`src/rtl/sba_pkg.sv`:
```
// sba_pkg: shared types and helpers for the SBA burst master.
//   - sba_state_e   : FSM state encoding (IDLE, CHECK, REQ, WAIT)
//   - SBA_ERR_*     : sberror_o codes
//   - sba_max_size  : largest legal log2(bytes) for a given bus width
//   - sba_align_mask: low address bits that must be zero for a size
package sba_pkg;

  typedef enum logic [1:0] {
    ST_IDLE  = 2'd0,
    ST_CHECK = 2'd1,
    ST_REQ   = 2'd2,
    ST_WAIT  = 2'd3
  } sba_state_e;

  localparam logic [2:0] SBA_ERR_NONE    = 3'd0;
  localparam logic [2:0] SBA_ERR_TIMEOUT = 3'd1;
  localparam logic [2:0] SBA_ERR_BUS     = 3'd2;
  localparam logic [2:0] SBA_ERR_ALIGN   = 3'd3;
  localparam logic [2:0] SBA_ERR_SIZE    = 3'd4;

  // Accesses are capped at 64 bits (sbdata width) and at the bus width.
  function automatic logic [2:0] sba_max_size(input int unsigned data_width);
    int unsigned bytes;
    bytes = ((data_width < 64) ? data_width : 64) / 8;
    if (bytes >= 8)      return 3'd3;
    else if (bytes >= 4) return 3'd2;
    else if (bytes >= 2) return 3'd1;
    else                 return 3'd0;
  endfunction

  function automatic logic [2:0] sba_align_mask(input logic [2:0] size);
    case (size)
      3'd0:    return 3'b000;
      3'd1:    return 3'b001;
      3'd2:    return 3'b011;
      default: return 3'b111;
    endcase
  endfunction

endpackage

```
`src/rtl/sba_burst_master_if.sv`:
```
// sba_mem_if: req/gnt/rvalid memory port between the SBA master and the
// interconnect adapter.
//   master: drives req, we, addr, wdata, be; receives gnt, rvalid, err, rdata
//   slave : the mirror image
interface sba_mem_if #(
  parameter int ADDR_WIDTH = 64,
  parameter int DATA_WIDTH = 64
);
  logic                    req;
  logic                    we;
  logic                    gnt;
  logic                    rvalid;
  logic                    err;
  logic [ADDR_WIDTH-1:0]   addr;
  logic [DATA_WIDTH-1:0]   wdata;
  logic [DATA_WIDTH-1:0]   rdata;
  logic [DATA_WIDTH/8-1:0] be;

  modport master (output req, we, addr, wdata, be, input gnt, rvalid, err, rdata);
  modport slave  (input req, we, addr, wdata, be, output gnt, rvalid, err, rdata);
endinterface

```
`src/rtl/sba_lane_align.sv`:
```
// sba_lane_align: combinational byte-lane steering for the SBA master.
//   offset_i : byte offset of the access within the bus word
//   size_i   : log2 of access bytes (values above 3 are treated as 3)
//   wdata_i  : right-aligned write data   -> wdata_o : replicated on the bus
//   rdata_i  : bus read data               -> rdata_o : right-aligned, zero-extended
//   be_o     : byte enables for the access
module sba_lane_align #(
  parameter  int DATA_WIDTH = 64,
  localparam int NB         = DATA_WIDTH / 8,
  localparam int OW         = $clog2(NB)
) (
  input  logic [OW-1:0]         offset_i,
  input  logic [2:0]            size_i,
  input  logic [63:0]           wdata_i,
  input  logic [DATA_WIDTH-1:0] rdata_i,
  output logic [NB-1:0]         be_o,
  output logic [DATA_WIDTH-1:0] wdata_o,
  output logic [63:0]           rdata_o
);

  logic [1:0]            sz;
  int                    nbytes;
  logic [DATA_WIDTH-1:0] shifted;
  logic [63:0]           lo;

  assign sz     = (size_i > 3'd3) ? 2'd3 : size_i[1:0];
  assign nbytes = 1 << sz;

  // Each bus byte lane carries the data byte at (lane mod access bytes), so
  // the access chunk appears in every naturally aligned slot of the bus.
  always_comb begin
    be_o    = '0;
    wdata_o = '0;
    for (int i = 0; i < NB; i++) begin
      be_o[i]          = (i >= int'(offset_i)) && (i < int'(offset_i) + nbytes);
      wdata_o[8*i +: 8] = wdata_i[8*(i & (nbytes - 1)) +: 8];
    end
  end

  always_comb begin
    shifted = rdata_i >> {offset_i, 3'b000};
    lo      = 64'(shifted);
    case (sz)
      2'd0:    rdata_o = lo & 64'h0000_0000_0000_00FF;
      2'd1:    rdata_o = lo & 64'h0000_0000_0000_FFFF;
      2'd2:    rdata_o = lo & 64'h0000_0000_FFFF_FFFF;
      default: rdata_o = lo;
    endcase
  end

endmodule

```
`src/rtl/sba_burst_master.sv`:
```
// sba_burst_master: turns debugger SBA commands into req/gnt/rvalid bus
// transactions with multi-beat read bursts, size/alignment checks and lane
// steering.
//   clk_i, rst_ni, dmactive_i : clock, sync active-low reset, sync clear
//   sb*_i                     : SBA CSR command/data inputs
//   sbaddress_o, sbdata_o     : updated address, right-aligned read data
//   sbdata_valid_o            : pulse per read beat / write completion
//   sbbusy_o                  : FSM not idle
//   sberror_valid_o/sberror_o : error pulse and code
//   mem                       : memory port (sba_mem_if.master)
// Optional feature: define SBA_TIMEOUT_EN to enable the response timeout.
module sba_burst_master
  import sba_pkg::*;
#(
  parameter int DATA_WIDTH     = 64,
  parameter int ADDR_WIDTH     = 64,
  parameter int BURST_WIDTH    = 8,
  parameter int TIMEOUT_CYCLES = 256
) (
  input  logic                   clk_i,
  input  logic                   rst_ni,
  input  logic                   dmactive_i,
  input  logic [ADDR_WIDTH-1:0]  sbaddress_i,
  input  logic                   sbaddress_write_valid_i,
  input  logic                   sbreadonaddr_i,
  input  logic                   sbautoincrement_i,
  input  logic [2:0]             sbaccess_i,
  input  logic [BURST_WIDTH-1:0] sbburst_len_i,
  input  logic                   sbreadondata_i,
  input  logic [63:0]            sbdata_i,
  input  logic                   sbdata_read_valid_i,
  input  logic                   sbdata_write_valid_i,
  output logic [ADDR_WIDTH-1:0]  sbaddress_o,
  output logic [63:0]            sbdata_o,
  output logic                   sbdata_valid_o,
  output logic                   sbbusy_o,
  output logic                   sberror_valid_o,
  output logic [2:0]             sberror_o,
  sba_mem_if.master              mem
);

  localparam int         NB       = DATA_WIDTH / 8;
  localparam int         OW       = $clog2(NB);
  localparam logic [2:0] MAX_SIZE = sba_max_size(DATA_WIDTH);

  sba_state_e             state_q, state_d;
  logic [ADDR_WIDTH-1:0]  addr_q, addr_d;
  logic [2:0]             size_q, size_d;
  logic                   we_q, we_d;
  logic [63:0]            data_q, data_d;
  logic [BURST_WIDTH-1:0] beats_q, beats_d;
  logic                   autoinc_q, autoinc_d;
  logic [63:0]            rdata_q, rdata_d;
  logic                   req_q, req_d;
  logic                   dvalid_q, dvalid_d;
  logic                   busy_q, busy_d;
  logic                   errv_q, errv_d;
  logic [2:0]             err_q, err_d;

  logic                   start_wr, start_rd, tmo_hit;
  logic [63:0]            lane_rdata;
  logic [NB-1:0]          lane_be;
  logic [DATA_WIDTH-1:0]  lane_wdata;

`ifdef SBA_TIMEOUT_EN
  localparam int TW = $clog2(TIMEOUT_CYCLES + 1);
  logic [TW-1:0] tmo_q, tmo_d;
  assign tmo_hit = (tmo_q == TW'(TIMEOUT_CYCLES - 1));
`else
  assign tmo_hit = 1'b0;
`endif

  assign start_wr = sbdata_write_valid_i;
  assign start_rd = (sbaddress_write_valid_i && sbreadonaddr_i) ||
                    (sbdata_read_valid_i && sbreadondata_i);

  sba_lane_align #(.DATA_WIDTH(DATA_WIDTH)) u_align (
    .offset_i (addr_q[OW-1:0]),
    .size_i   (size_q),
    .wdata_i  (data_q),
    .rdata_i  (mem.rdata),
    .be_o     (lane_be),
    .wdata_o  (lane_wdata),
    .rdata_o  (lane_rdata)
  );

  // Errors are decided at accept time and shown during CHECK, so the pulse
  // lands one cycle after the start strobe. Bus and timeout errors also
  // route through CHECK so every error pulse precedes the return to IDLE.
  always_comb begin
    state_d   = state_q;
    addr_d    = addr_q;
    size_d    = size_q;
    we_d      = we_q;
    data_d    = data_q;
    beats_d   = beats_q;
    autoinc_d = autoinc_q;
    rdata_d   = rdata_q;
    dvalid_d  = 1'b0;
    errv_d    = 1'b0;
    err_d     = SBA_ERR_NONE;
    case (state_q)
      ST_IDLE: begin
        if (start_wr || start_rd) begin
          state_d   = ST_CHECK;
          addr_d    = sbaddress_i;
          size_d    = sbaccess_i;
          we_d      = start_wr;
          data_d    = sbdata_i;
          autoinc_d = sbautoincrement_i;
          beats_d   = (start_wr || sbburst_len_i == '0) ? BURST_WIDTH'(1) : sbburst_len_i;
          if (sbaccess_i > MAX_SIZE) begin
            errv_d = 1'b1;
            err_d  = SBA_ERR_SIZE;
          end else if ((sbaddress_i[2:0] & sba_align_mask(sbaccess_i)) != 3'b000) begin
            errv_d = 1'b1;
            err_d  = SBA_ERR_ALIGN;
          end
        end
      end
      ST_CHECK: state_d = errv_q ? ST_IDLE : ST_REQ;
      ST_REQ: begin
        if (mem.gnt) begin
          state_d = ST_WAIT;
        end else if (tmo_hit) begin
          state_d = ST_CHECK;
          errv_d  = 1'b1;
          err_d   = SBA_ERR_TIMEOUT;
        end
      end
      ST_WAIT: begin
        if (mem.rvalid) begin
          if (mem.err) begin
            state_d = ST_CHECK;
            errv_d  = 1'b1;
            err_d   = SBA_ERR_BUS;
          end else begin
            dvalid_d = 1'b1;
            if (!we_q)     rdata_d = lane_rdata;
            if (autoinc_q) addr_d  = addr_q + (ADDR_WIDTH'(1) << size_q);
            beats_d = beats_q - BURST_WIDTH'(1);
            state_d = (beats_q > BURST_WIDTH'(1)) ? ST_REQ : ST_IDLE;
          end
        end else if (tmo_hit) begin
          state_d = ST_CHECK;
          errv_d  = 1'b1;
          err_d   = SBA_ERR_TIMEOUT;
        end
      end
      default: state_d = ST_IDLE;
    endcase
    req_d  = (state_d == ST_REQ);
    busy_d = (state_d != ST_IDLE);
`ifdef SBA_TIMEOUT_EN
    // Counter restarts on every entry to REQ or WAIT.
    tmo_d = tmo_q + TW'(1);
    if ((state_d != state_q) || !(state_d inside {ST_REQ, ST_WAIT})) tmo_d = '0;
`endif
  end

  always_ff @(posedge clk_i) begin
    if (!rst_ni || !dmactive_i) begin
      state_q   <= ST_IDLE;
      addr_q    <= '0;
      size_q    <= '0;
      we_q      <= 1'b0;
      data_q    <= '0;
      beats_q   <= '0;
      autoinc_q <= 1'b0;
      rdata_q   <= '0;
      req_q     <= 1'b0;
      dvalid_q  <= 1'b0;
      busy_q    <= 1'b0;
      errv_q    <= 1'b0;
      err_q     <= SBA_ERR_NONE;
`ifdef SBA_TIMEOUT_EN
      tmo_q     <= '0;
`endif
    end else begin
      state_q   <= state_d;
      addr_q    <= addr_d;
      size_q    <= size_d;
      we_q      <= we_d;
      data_q    <= data_d;
      beats_q   <= beats_d;
      autoinc_q <= autoinc_d;
      rdata_q   <= rdata_d;
      req_q     <= req_d;
      dvalid_q  <= dvalid_d;
      busy_q    <= busy_d;
      errv_q    <= errv_d;
      err_q     <= err_d;
`ifdef SBA_TIMEOUT_EN
      tmo_q     <= tmo_d;
`endif
    end
  end

  assign sbaddress_o     = addr_q;
  assign sbdata_o        = rdata_q;
  assign sbdata_valid_o  = dvalid_q;
  assign sbbusy_o        = busy_q;
  assign sberror_valid_o = errv_q;
  assign sberror_o       = err_q;

  // Latched command fields are frozen outside IDLE, so the bus side stays
  // stable for the whole request; we/be are gated to read as zero when idle.
  assign mem.req   = req_q;
  assign mem.we    = we_q & req_q;
  assign mem.addr  = addr_q & ~ADDR_WIDTH'(NB - 1);
  assign mem.be    = req_q ? lane_be : '0;
  assign mem.wdata = lane_wdata;

endmodule
```
`src/flat_wrapper.sv`:
```
// flat-port wrapper written by rule: the top's interface ports become plain ports
module sba_burst_master_flat import sba_pkg::*;
#(
  parameter int DATA_WIDTH     = 64,
  parameter int ADDR_WIDTH     = 64,
  parameter int BURST_WIDTH    = 8,
  parameter int TIMEOUT_CYCLES = 256
)
  (clk_i, rst_ni, dmactive_i, sbaddress_i, sbaddress_write_valid_i, sbreadonaddr_i, sbautoincrement_i, sbaccess_i, sbburst_len_i, sbreadondata_i, sbdata_i, sbdata_read_valid_i, sbdata_write_valid_i, sbaddress_o, sbdata_o, sbdata_valid_o, sbbusy_o, sberror_valid_o, sberror_o, mem_req, mem_we, mem_addr, mem_wdata, mem_be, mem_gnt, mem_rvalid, mem_err, mem_rdata);
  sba_mem_if #(.ADDR_WIDTH(ADDR_WIDTH), .DATA_WIDTH(DATA_WIDTH)) mem_i ();
  input  logic clk_i;
  input  logic rst_ni;
  input  logic dmactive_i;
  input  logic [ADDR_WIDTH-1:0] sbaddress_i;
  input  logic sbaddress_write_valid_i;
  input  logic sbreadonaddr_i;
  input  logic sbautoincrement_i;
  input  logic [2:0] sbaccess_i;
  input  logic [BURST_WIDTH-1:0] sbburst_len_i;
  input  logic sbreadondata_i;
  input  logic [63:0] sbdata_i;
  input  logic sbdata_read_valid_i;
  input  logic sbdata_write_valid_i;
  output logic [ADDR_WIDTH-1:0] sbaddress_o;
  output logic [63:0] sbdata_o;
  output logic sbdata_valid_o;
  output logic sbbusy_o;
  output logic sberror_valid_o;
  output logic [2:0] sberror_o;
  output wire logic [$bits(mem_i.req)-1:0] mem_req;
  output wire logic [$bits(mem_i.we)-1:0] mem_we;
  output wire logic [$bits(mem_i.addr)-1:0] mem_addr;
  output wire logic [$bits(mem_i.wdata)-1:0] mem_wdata;
  output wire logic [$bits(mem_i.be)-1:0] mem_be;
  input wire logic [$bits(mem_i.gnt)-1:0] mem_gnt;
  input wire logic [$bits(mem_i.rvalid)-1:0] mem_rvalid;
  input wire logic [$bits(mem_i.err)-1:0] mem_err;
  input wire logic [$bits(mem_i.rdata)-1:0] mem_rdata;
  assign mem_req = mem_i.req;
  assign mem_we = mem_i.we;
  assign mem_addr = mem_i.addr;
  assign mem_wdata = mem_i.wdata;
  assign mem_be = mem_i.be;
  assign mem_i.gnt = mem_gnt;
  assign mem_i.rvalid = mem_rvalid;
  assign mem_i.err = mem_err;
  assign mem_i.rdata = mem_rdata;
  sba_burst_master #(.DATA_WIDTH(DATA_WIDTH), .ADDR_WIDTH(ADDR_WIDTH), .BURST_WIDTH(BURST_WIDTH), .TIMEOUT_CYCLES(TIMEOUT_CYCLES)) u_core (.clk_i(clk_i), .rst_ni(rst_ni), .dmactive_i(dmactive_i), .sbaddress_i(sbaddress_i), .sbaddress_write_valid_i(sbaddress_write_valid_i), .sbreadonaddr_i(sbreadonaddr_i), .sbautoincrement_i(sbautoincrement_i), .sbaccess_i(sbaccess_i), .sbburst_len_i(sbburst_len_i), .sbreadondata_i(sbreadondata_i), .sbdata_i(sbdata_i), .sbdata_read_valid_i(sbdata_read_valid_i), .sbdata_write_valid_i(sbdata_write_valid_i), .sbaddress_o(sbaddress_o), .sbdata_o(sbdata_o), .sbdata_valid_o(sbdata_valid_o), .sbbusy_o(sbbusy_o), .sberror_valid_o(sberror_valid_o), .sberror_o(sberror_o), .mem(mem_i));
endmodule
```
`config.mk`:
```
export PLATFORM = sky130hd
export DESIGN_NAME = sba_burst_master_flat
export DESIGN_NICKNAME = d
export VERILOG_FILES = /design/src/rtl/sba_pkg.sv /design/src/rtl/sba_burst_master_if.sv /design/src/rtl/sba_lane_align.sv /design/src/rtl/sba_burst_master.sv /design/src/flat_wrapper.sv
export SDC_FILE = /design/constraint.sdc
export NUM_CORES = 1
export LEC_CHECK = 0
export ABC_AREA = 1
export CORE_AREA = 2 2 187 189
export CTS_BUF_LIST = sky130_fd_sc_hd__clkbuf_4
export DETAILED_ROUTE_END_ITERATION = 8
export DIE_AREA = 0 0 189 191
export GPL_TIMING_DRIVEN = 1
export PLACE_DENSITY = 0.86
export SETUP_SLACK_MARGIN = 0.05
export SYNTH_ARGS = -nofsm -noshare
export SYNTH_HDL_FRONTEND = slang
export SYNTH_HIERARCHICAL = 1
export SYNTH_SLANG_ARGS = --single-unit
```
`constraint.sdc`:
```
create_clock -name clk_i -period 4.6 [get_ports clk_i]
set_input_delay 1.38 -clock clk_i [delete_from_list [all_inputs] [get_ports clk_i]]
set_output_delay 1.38 -clock clk_i [all_outputs]
set_load 0.01 [all_outputs]
```
-- Word level (Yosys, flattened, before mapping)
Cells that the tools add are included.
- register bits after elaboration: 214
- output and inout port bits: 272
- word-level logic and storage cells: 127
- $add $sub $neg: 4
- magnitude comparators: 18
- equal/unequal tests: 12
- shift-type cells: 10
- multiplexer cells: 37
- bitwise logic cells: 6
- reduce and logical (&&, ||, !) cells: 27
- operators by type and width (cell ; count):
    two-way mux 64 bit ; 4
    variable part select 64 x 7 -> 8 bit ; 4
    one-hot mux 64 bit (3 select lines) ; 1
    less-than comparator 4 x 32 -> 1 bit (first input constant) ; 4
    one-hot mux 64 bit (2 select lines) ; 1
    variable part select 64 x 6 -> 8 bit ; 2
    adder 64 bit ; 1
    less-than comparator 3 x 32 -> 1 bit (first input constant) ; 2
    variable part select 64 x 5 -> 8 bit ; 1
    << shifter 1 x 3 -> 64 bit (first input constant) ; 1
    right shift 64 x 6 -> 64 bit ; 1
    two-way mux 8 bit ; 5
    adder 4 x 32 -> 32 bit ; 1
    less-than comparator 1 x 32 -> 1 bit (first input constant) ; 1
    less-than comparator 2 x 32 -> 1 bit (first input constant) ; 1
    << shifter 1 x 2 -> 32 bit (first input constant) ; 1
    two-way mux 2 bit ; 10
    one-hot mux 8 bit (2 select lines) ; 1
    two-way mux 3 bit ; 5
    greater-or-equal comparator 3 bit (first input constant) ; 3
    logical AND 1 bit ; 9
    one-hot mux 3 bit (3 select lines) ; 1
    equality test 2 bit (second input constant) ; 4
    > comparator 8 x 1 -> 1 bit (second input constant) ; 1
    other kinds (28) ; 49

-- Longest topological paths before layout
Gate-level depths: netlist of the first run.
- depth in word-level cells: 11
- mapped depth: 16

-- Cells and area by module
The synthesis of the first run kept the hierarchy.
- by module, submodules not included (module ; times used ; cells an instance ; area an instance (um^2) ; seq. area each (um^2)):
    sba_burst_master ; 1 ; 1860 ; 11741.3 ; 4284.1
    sba_lane_align ; 1 ; 644 ; 2937.8 ; 0.0

-- Worst setup path after synthesis of the first run
No wires, ideal clock.
- kind: flip-flop to output port
- start point: register u_core.size_q[1]
- end point: output port mem_be[4]
- arrival: 2219 ps
- required time: 3220 ps
- slack: 1001 ps
- cell stages (with the launch flop): 12
- cells stage by stage: dfxtp_1 > inv_1 > nand2_2 > buf_4 > inv_1 > ha_1 > fa_1 > xor2_1 > o21ai_0 > a21oi_1 > nand2_1 > inv_1
- word-level cells in the longest chain between the ends: 7
- RTL lines (element ; line ; RTL):
    start: declaration ; sba_burst_master.sv:48 ; logic [2:0] size_q, size_d;
    start signal: assignment ; sba_burst_master.sv:182 ; size_q <= size_d;
    > comparator 3 x 2 -> 1 bit ; sba_lane_align.sv:26 ; assign sz = (size_i > 3'd3) ? 2'd3 : size_i[1:0];
    two-way mux 2 bit (*) ; sba_lane_align.sv:26 ;
    << shifter 1 x 2 -> 32 bit (*) ; sba_lane_align.sv:27 ; assign nbytes = 1 << sz;
    adder 4 x 32 -> 32 bit (*) ; sba_lane_align.sv:35 ; be_o[i] = (i >= int'(offset_i)) && (i < int'(offset_i) + nbytes);
    less-than comparator 4 x 32 -> 1 bit (*) ; sba_lane_align.sv:35 ;
    logical AND 1 bit (*) ; sba_lane_align.sv:35 ;
    net u_core.lane_be[4] ; sba_burst_master.sv:62 ; logic [NB-1:0] lane_be;
    two-way mux 8 bit (*) ; sba_burst_master.sv:211 ; assign mem.be = req_q ? lane_be : '0;
    end: declaration ; flat_wrapper.sv:34 ; output wire logic [$bits(mem_i.be)-1:0] mem_be;
Mark *: on every way through the listed nets, which the timed path passes. The rest lies on a longest branch.

-- Worst setup path after layout of the first run
- start point: register u_core.size_q[2]
- end point: output port mem_wdata[55]
- word-level cells in the longest chain between the ends: 5
- RTL lines (element ; line ; RTL):
    > comparator 3 x 2 -> 1 bit ; sba_lane_align.sv:26 ;
    two-way mux 2 bit ; sba_lane_align.sv:26 ;
    << shifter 1 x 2 -> 32 bit ; sba_lane_align.sv:27 ;
    subtractor 3 x 2 -> 3 bit ; sba_lane_align.sv:36 ; wdata_o[8*i +: 8] = wdata_i[8*(i & (nbytes - 1)) +: 8];
    variable part select 64 x 7 -> 8 bit ; sba_lane_align.sv:36 ;
    end: declaration ; flat_wrapper.sv:33 ; output wire logic [$bits(mem_i.wdata)-1:0] mem_wdata;
Every way passes these cells.

==> results.yml, run 1 <==
run_status:
  outcome: "complete, no violations"
power_and_ir_drop:
  leakage_nw: 8.56
  ir_drop_mv: 0.180
  power_density_mw_per_mm2: 248
detailed_routing:
  vias: 18100
  ant_nets: 0
  wl_per_cell_um: 18.5
  wirelength_mm: 62.3
  viasPerCell: 5.37
  first_iter_violations: 1649
  dr.pass1.iters: 5
  drc_errors: 0
setup_path:
  r2r_slack_ns: 1.38
  crit_fanout: 31
  critPathCaptureType: "output port"
  path_class: "register to output port"
  crit_required_ns: 3.22
  cp-start-kind: "register"
  critPathArrivalTime_ns: 2.95
synth:
  seq_area_frac_synth: 0.292
  ys_ff_latch: 214
  synth_edf_count: 0
  yosysMostFrequentCell: "nand2_1"
  ys_warn_count: 6
  async_reset_ff_frac: 0
  post_synth.cell_area_avg_um2: 5.86
  syn_area_mm2: 0.0147
  yosysTopAreaCellShare: 0.292
  synth_cells: 2504
  synthFlopType: "dfxtp_1"
  synth_common_cells: "nand2_1 (592), nor2_1 (545), o21ai_0 (244)"
  synth_area_leaders: "dfxtp_1 (29%), nand2_1 (15%), nor2_1 (14%), o21ai_0 (8.3%), nand3_1 (5.6%)"
  synth_cell_types: 44
  yosys.area.top_type: "dfxtp_1"
finish:
  layout-drive-gt1-share: 0.0628
  area_delta_synth_final_pct: 36.3
  layout.nets: 3112
  fillers: 3336
sta:
  relSlewSlack: 0.267
  rsz0062_at_grt: "no"
  setup_viol_count_final: 0
  worst_pin_slew_ns: 1.10
  fin_ws_ns: 0.265
  hold_violations: 0
  period_minus_slack_ns: 4.33
  maxSlewViolCount: 0
  tns_ns: 0
  min_period_over_period: 0.942
  fin_worst_skew_ns: 0.0670
  timing.fmax_ghz: 0.231
floorplanning:
  rows: 68
  die_area_mm2: 0.0361
  io_pins: 487
  die_y_um: 191
  core_mm2: 0.0341
  initial_core_util: 0.430
  die_w_um: 189
place:
  dp_hpwl_mm: 46.9
  place.gp.congestion: 0.974
  portBuffers: 483
  dpl_worst_slack_ns: 0.408
grt:
  grt_max_degree: 110
  grt_usage: 0.332
  grt_pass1_vias: 16700
  overflow: 0
  grt_first_pass_wirelength_mm: 94.7
  antenna_found_initial: 4
clock_tree:
  path_clk_slew_ns: 0.06
  clock_latency_ns: 0.76
  tritoncts: "done"
  clockBufferDepth: 3
  ctsHoldBuffers: 0
  clockRootBuffer: "clkbuf_4"
  clkSinkCount: 214
  cts_max_level: 2
  numCtsBuffers: 57
worst_hold_path:
  hp-class: "register to register"
flow_run:
  max_cap_viol_count: 0
worst max-delay path, stage by stage, from the launching register on:
cell	delay [ns]
dfxtp_2	0.35
buf_4	0.21
nor2_4	0.06
inv_2	0.07
buf_4	0.37
nand2_1	0.17
o21ai_1	0.26
nand2_1	0.09
nand2_1	0.07
clkdlybuf4s50_1	0.53
cells in the final DEF, fill, tap and decap left out, types with 4 or more instances in the layout:
| master | netlist | routed |
|---|---|---|
| a21oi_1 | 100 | 98 |
| o21ai_0 | 244 | 244 |
| dlygate4sd2_1 | 0 | 5 |
| and2_1 | 8 | 8 |
| nor2_2 | 10 | 8 |
| nand4_1 | 32 | 32 |
| ha_1 | 18 | 15 |
| nand3b_1 | 14 | 14 |
| nor3_1 | 23 | 22 |
| nor2_4 | 1 | 5 |
| nand2_2 | 9 | 11 |
| clkbuf_4 | 0 | 82 |
| nand3_1 | 164 | 164 |
| o211ai_1 | 18 | 18 |
| o21bai_1 | 7 | 7 |
| o21ai_1 | 33 | 33 |
| clkdlybuf4s50_1 | 0 | 475 |
| or2_0 | 4 | 4 |
| nand2_1 | 592 | 589 |
| buf_4 | 75 | 22 |
| or2_2 | 6 | 6 |
| xor2_1 | 13 | 12 |
| nor2_1 | 545 | 543 |
| inv_2 | 17 | 19 |
| dfxtp_1 | 214 | 210 |
| inv_1 | 196 | 191 |
| clkinv_1 | 2 | 11 |
| a31oi_1 | 15 | 15 |
sequential cells by signal (all words and copies together), names as in the netlist, 2 cells and up:
| name | count |
|---|---|
| u_core/beats_q | 8 |
| u_core/size_q | 3 |
| u_core/data_q | 64 |
| u_core/sberror_o | 3 |
| u_core/sbdata_o | 64 |
| u_core/state_q | 2 |
| u_core/sbaddress_o | 64 |
worst paths after layout:
kind,from,end,cells past startpoint
hold / removal,u_core/beats_q[6],u_core/beats_q[6],2
setup reg to reg,u_core/sbaddress_o[0],u_core/sbaddress_o[60],14
hold reg to reg,u_core/beats_q[6],u_core/beats_q[6],2
setup / recovery,u_core/size_q[2],mem_wdata[55],9
layer usage:
| metal | global-route usage | wire (µm) | part of all wire |
|---|---|---|---|
| met1 | 0.417 | 25100 | 0.40 |
| met2 | 0.558 | 28800 | 0.46 |
| met3 | 0.0543 | 5360 | 0.086 |
| met4 | 0.154 | 2990 | 0.048 |
| met5 | 0 | 36 | 0.00058 |
area by class of cell:
type                            count  area (µm²)  area share
Inverter                          215         815      0.0407
Antenna cell                        1        2.50    0.000125
Timing Repair Buffer              508        5050       0.253
Sequential cell                   214        4290       0.215
Tap cell                          455         569      0.0285
Clock buffer                       82         616      0.0308
Multi-Input combinational cell   1881        8580       0.429
Clock inverter                     13        72.6     0.00363
stage by stage:
stage               cells  hold slack, ns  power [mW]   util  area (µm²)
floorplan            2506           0.441        2.73      -       14700
global placement     3270           0.457        3.30  0.563       19200
detailed placement   3270           0.461        3.31  0.563       19200
CTS                  3366           0.470        4.96  0.584       19900
global route         3369           0.499        5.21  0.586       20000
finish               3369           0.467        4.95  0.586       20000
what timing repair did:
item	in CTS	in global routing
setup buffers	1	2
hold endpoints to repair	0	0
pin swaps	1	2
resized for setup	14	18
cloned	0	0
endpoints found under the setup margin	8	3
report_power, final:
group	total (mW)	internal (mW)	switching, mW
clock network	1.64	0.817	0.826
logic	1.29	0.586	0.704
registers	2.02	1.93	0.0935
logic make-up after synthesis:
kind of cell | synth area share
simple gates | 0.398
compound gates | 0.152
buf+inv | 0.131
flops | 0.292
fa+ha+maj | 0.0181
xor+xnor | 0.00955
other cells | 0.000255
(Power assumes the default switching activity.)
==> run 2: changes to the inputs <==
--- a/config.mk
+++ b/config.mk
@@ -7,7 +7,7 @@
 export LEC_CHECK = 0
 export ABC_AREA = 1
 export CORE_AREA = 2 2 187 189
-export CTS_BUF_LIST = sky130_fd_sc_hd__clkbuf_4
+export CTS_BUF_LIST = sky130_fd_sc_hd__clkbuf_2
 export DETAILED_ROUTE_END_ITERATION = 8
 export DIE_AREA = 0 0 189 191
 export GPL_TIMING_DRIVEN = 1
==> run 2 against run 1 <==
Worst hold slack better by 0.0046 ns. Combinational power is essentially flat. Register-to-register slack hardly changed. Die area unchanged. Via count shrank 0.13%. Utilization fell by 0.55 points. Power is 7.0% lower. Critical path depth up 3. Critical path type unchanged.
==> results.yml, run 2 (synthesis results as in run 1) <==
detailed_routing:
  wirelength_mm: 62.5
  viasPerCell: 5.35
  vias: 18100
  first_iter_violations: 1777
  drc_errors: 0
  ant_nets: 0
  dr.pass1.iters: 5
  wl_per_cell_um: 18.5
sta:
  maxSlewViolCount: 0
  timing.fmax_ghz: 0.224
  period_minus_slack_ns: 4.47
  worst_pin_slew_ns: 1.10
  rsz0062_at_grt: "yes"
  fin_worst_skew_ns: 0.0778
  hold_violations: 0
  tns_ns: 0
  relSlewSlack: 0.267
  setup_viol_count_final: 0
  min_period_over_period: 0.971
place:
  portBuffers: 483
  post_dp_cell_area_mm2: 0.0192
  place.gp.congestion: 0.974
  dp_hpwl_mm: 46.9
power_and_ir_drop:
  clock_power_share: 0.279
  leakage_nw: 8.46
  pwr-share-seq: 0.438
  pwr-share-comb: 0.283
  p_int_mw: 2.97
  ir_drop_mv: 0.133
  switchingPower_mw: 1.63
  switching_share: 0.354
  power_density_mw_per_mm2: 232
setup_path:
  crit_fanout: 5
  slowest_stage: "dfxtp_4"
  rr_endpoint: "u_core/sbaddress_o[60]"
  crit_path_start: "u_core/size_q[1]"
  critPathCaptureType: "output port"
  cp-start-kind: "register"
  cp_cell_sequence: "inv_4 -> nand2_4 -> inv_4 -> ha_2 -> fa_2 -> buf_6 -> xor2_4 -> nand2_1 -> a21oi_1 -> nand2_1 -> inv_1 -> clkdlybuf4s15_1"
  r2r_start: "u_core/sbaddress_o[0]"
  crit_required_ns: 3.22
  worst-path-buf-inv: 5
  cp_top_family: "buffers and inverters"
  worstSetupEndpoint: "mem_be[5]"
  critPathArrivalTime_ns: 3.09
  path_class: "register to output port"
  slowest_delay_ns: 0.38
  cp.depth: 12
  r2r_slack_ns: 1.39
  r2r_cells: 14
grt:
  grt_usage: 0.333
  grt_max_degree: 110
  grt_first_pass_wirelength_mm: 94.9
  antenna_found_initial: 3
  overflow: 0
  grt_pass1_vias: 16700
finish:
  area_delta_synth_final_pct: 35.0
  post-route-cell-area_mm2: 0.0198
  fillers: 3348
  final_common_cell: "nand2_1"
  layout.nets: 3114
  layout-drive-gt1-share: 0.0635
  final_cell_mix: "nand2_1 (589), nor2_1 (542), clkdlybuf4s50_1 (475)"
floorplanning:
  die_area_mm2: 0.0361
  die_w_um: 189
  rows: 68
  initial_core_util: 0.430
  core_mm2: 0.0341
  io_pins: 487
  die_y_um: 191
clock_tree:
  clkSinkCount: 214
  clockRootBuffer: "clkbuf_2"
  clockBufferDepth: 3
  ctsHoldBuffers: 0
  path_clk_slew_ns: 0.10
  cts_max_level: 2
  clock_latency_ns: 0.96
  numCtsBuffers: 56
  tritoncts: "done"
worst_hold_path:
  hp-class: "register to register"
  hold_depth: 2
run_status:
  outcome: "complete, no violations"
flow_run:
  max_cap_viol_count: 0
run 2: changes by cell type in the layout (fill, tap and decap cells not counted), moves of 2 or more:
cell             before  now
clkbuf_4             82    0
clkbuf_2              0   80
clkinv_1             11   17
buf_6                 1    6
dlygate4sd2_1         5    1
dlymetal6s2s_1        3    0
buf_4                22   20
clkdlybuf4s15_1       0    2
run 2: how the worst min path moves through the flow:
| stage | start | end |
|---|---|---|
| global placement | u_core/beats_q[6] | u_core/beats_q[6] |
| finish | u_core/beats_q[6] | u_core/beats_q[6] |
| CTS | u_core/beats_q[6] | u_core/beats_q[6] |
| floorplan | u_core/beats_q[7] | u_core/beats_q[7] |
| detailed placement | u_core/beats_q[6] | u_core/beats_q[6] |
| global route | u_core/data_q[35] | u_core/data_q[35] |
run 2: what timing repair did:
action | CTS | global route
setup buffers | 4 | 2
pin swaps | 3 | 9
setup endpoints to repair | 8 | 17
gates cloned | 0 | 0
gates resized for setup | 23 | 30
run 2: layout make-up:
| type | instances | area (µm²) | area share |
|---|---|---|---|
| multi-input combinational | 1881 | 8600 | 0.434 |
| timing repair buffer | 511 | 5070 | 0.256 |
| sequential | 214 | 4290 | 0.217 |
| inverter | 215 | 817 | 0.0412 |
| tap | 455 | 569 | 0.0287 |
| clock buffer | 75 | 375 | 0.0189 |
| clock inverter | 19 | 90.1 | 0.00455 |
| antenna | 2 | 5.00 | 0.000253 |
run 2: worst register-to-register path: stages (launching register included):
cell	delay, ns
dfxtp_2	0.35
buf_4	0.65
ha_1	0.41
fa_1	0.28
nand2_1	0.09
nand3_1	0.10
nand3_1	0.10
nand2_2	0.25
nand2_2	0.19
nor2_2	0.26
nand2_1	0.08
nand2_1	0.07
nand3_1	0.07
nand2_1	0.10
a21oi_1	0.06
run 2: power groups by stage:
stage	combinational (mW)	clock, mW	sequential [mW]
finish	1.30	1.28	2.02
global route	1.42	1.41	2.03
CTS	1.27	1.32	2.02
detailed placement	1.25	0	2.06
global placement	1.24	0	2.06
floorplan	0.687	0	2.04
run 2: stage by stage:
step                      worst slack (ns)   util  std cells  total power [mW]  hold slack (ns)
after floorplan                       1.00      -       2506              2.73            0.441
after global placement               0.471  0.563       3270              3.30            0.457
after detailed placement             0.408  0.563       3270              3.31            0.461
after CTS                           0.0216  0.579       3368              4.61            0.475
after global routing               -0.0621  0.581       3372              4.86            0.508
final                                0.133  0.581       3372              4.60            0.472
run 2: per-layer routing:
layer | track usage | wire length (µm)
met5 | 0 | 9
met4 | 0.155 | 3020
met3 | 0.0529 | 5520
met2 | 0.561 | 29100
met1 | 0.418 | 24900
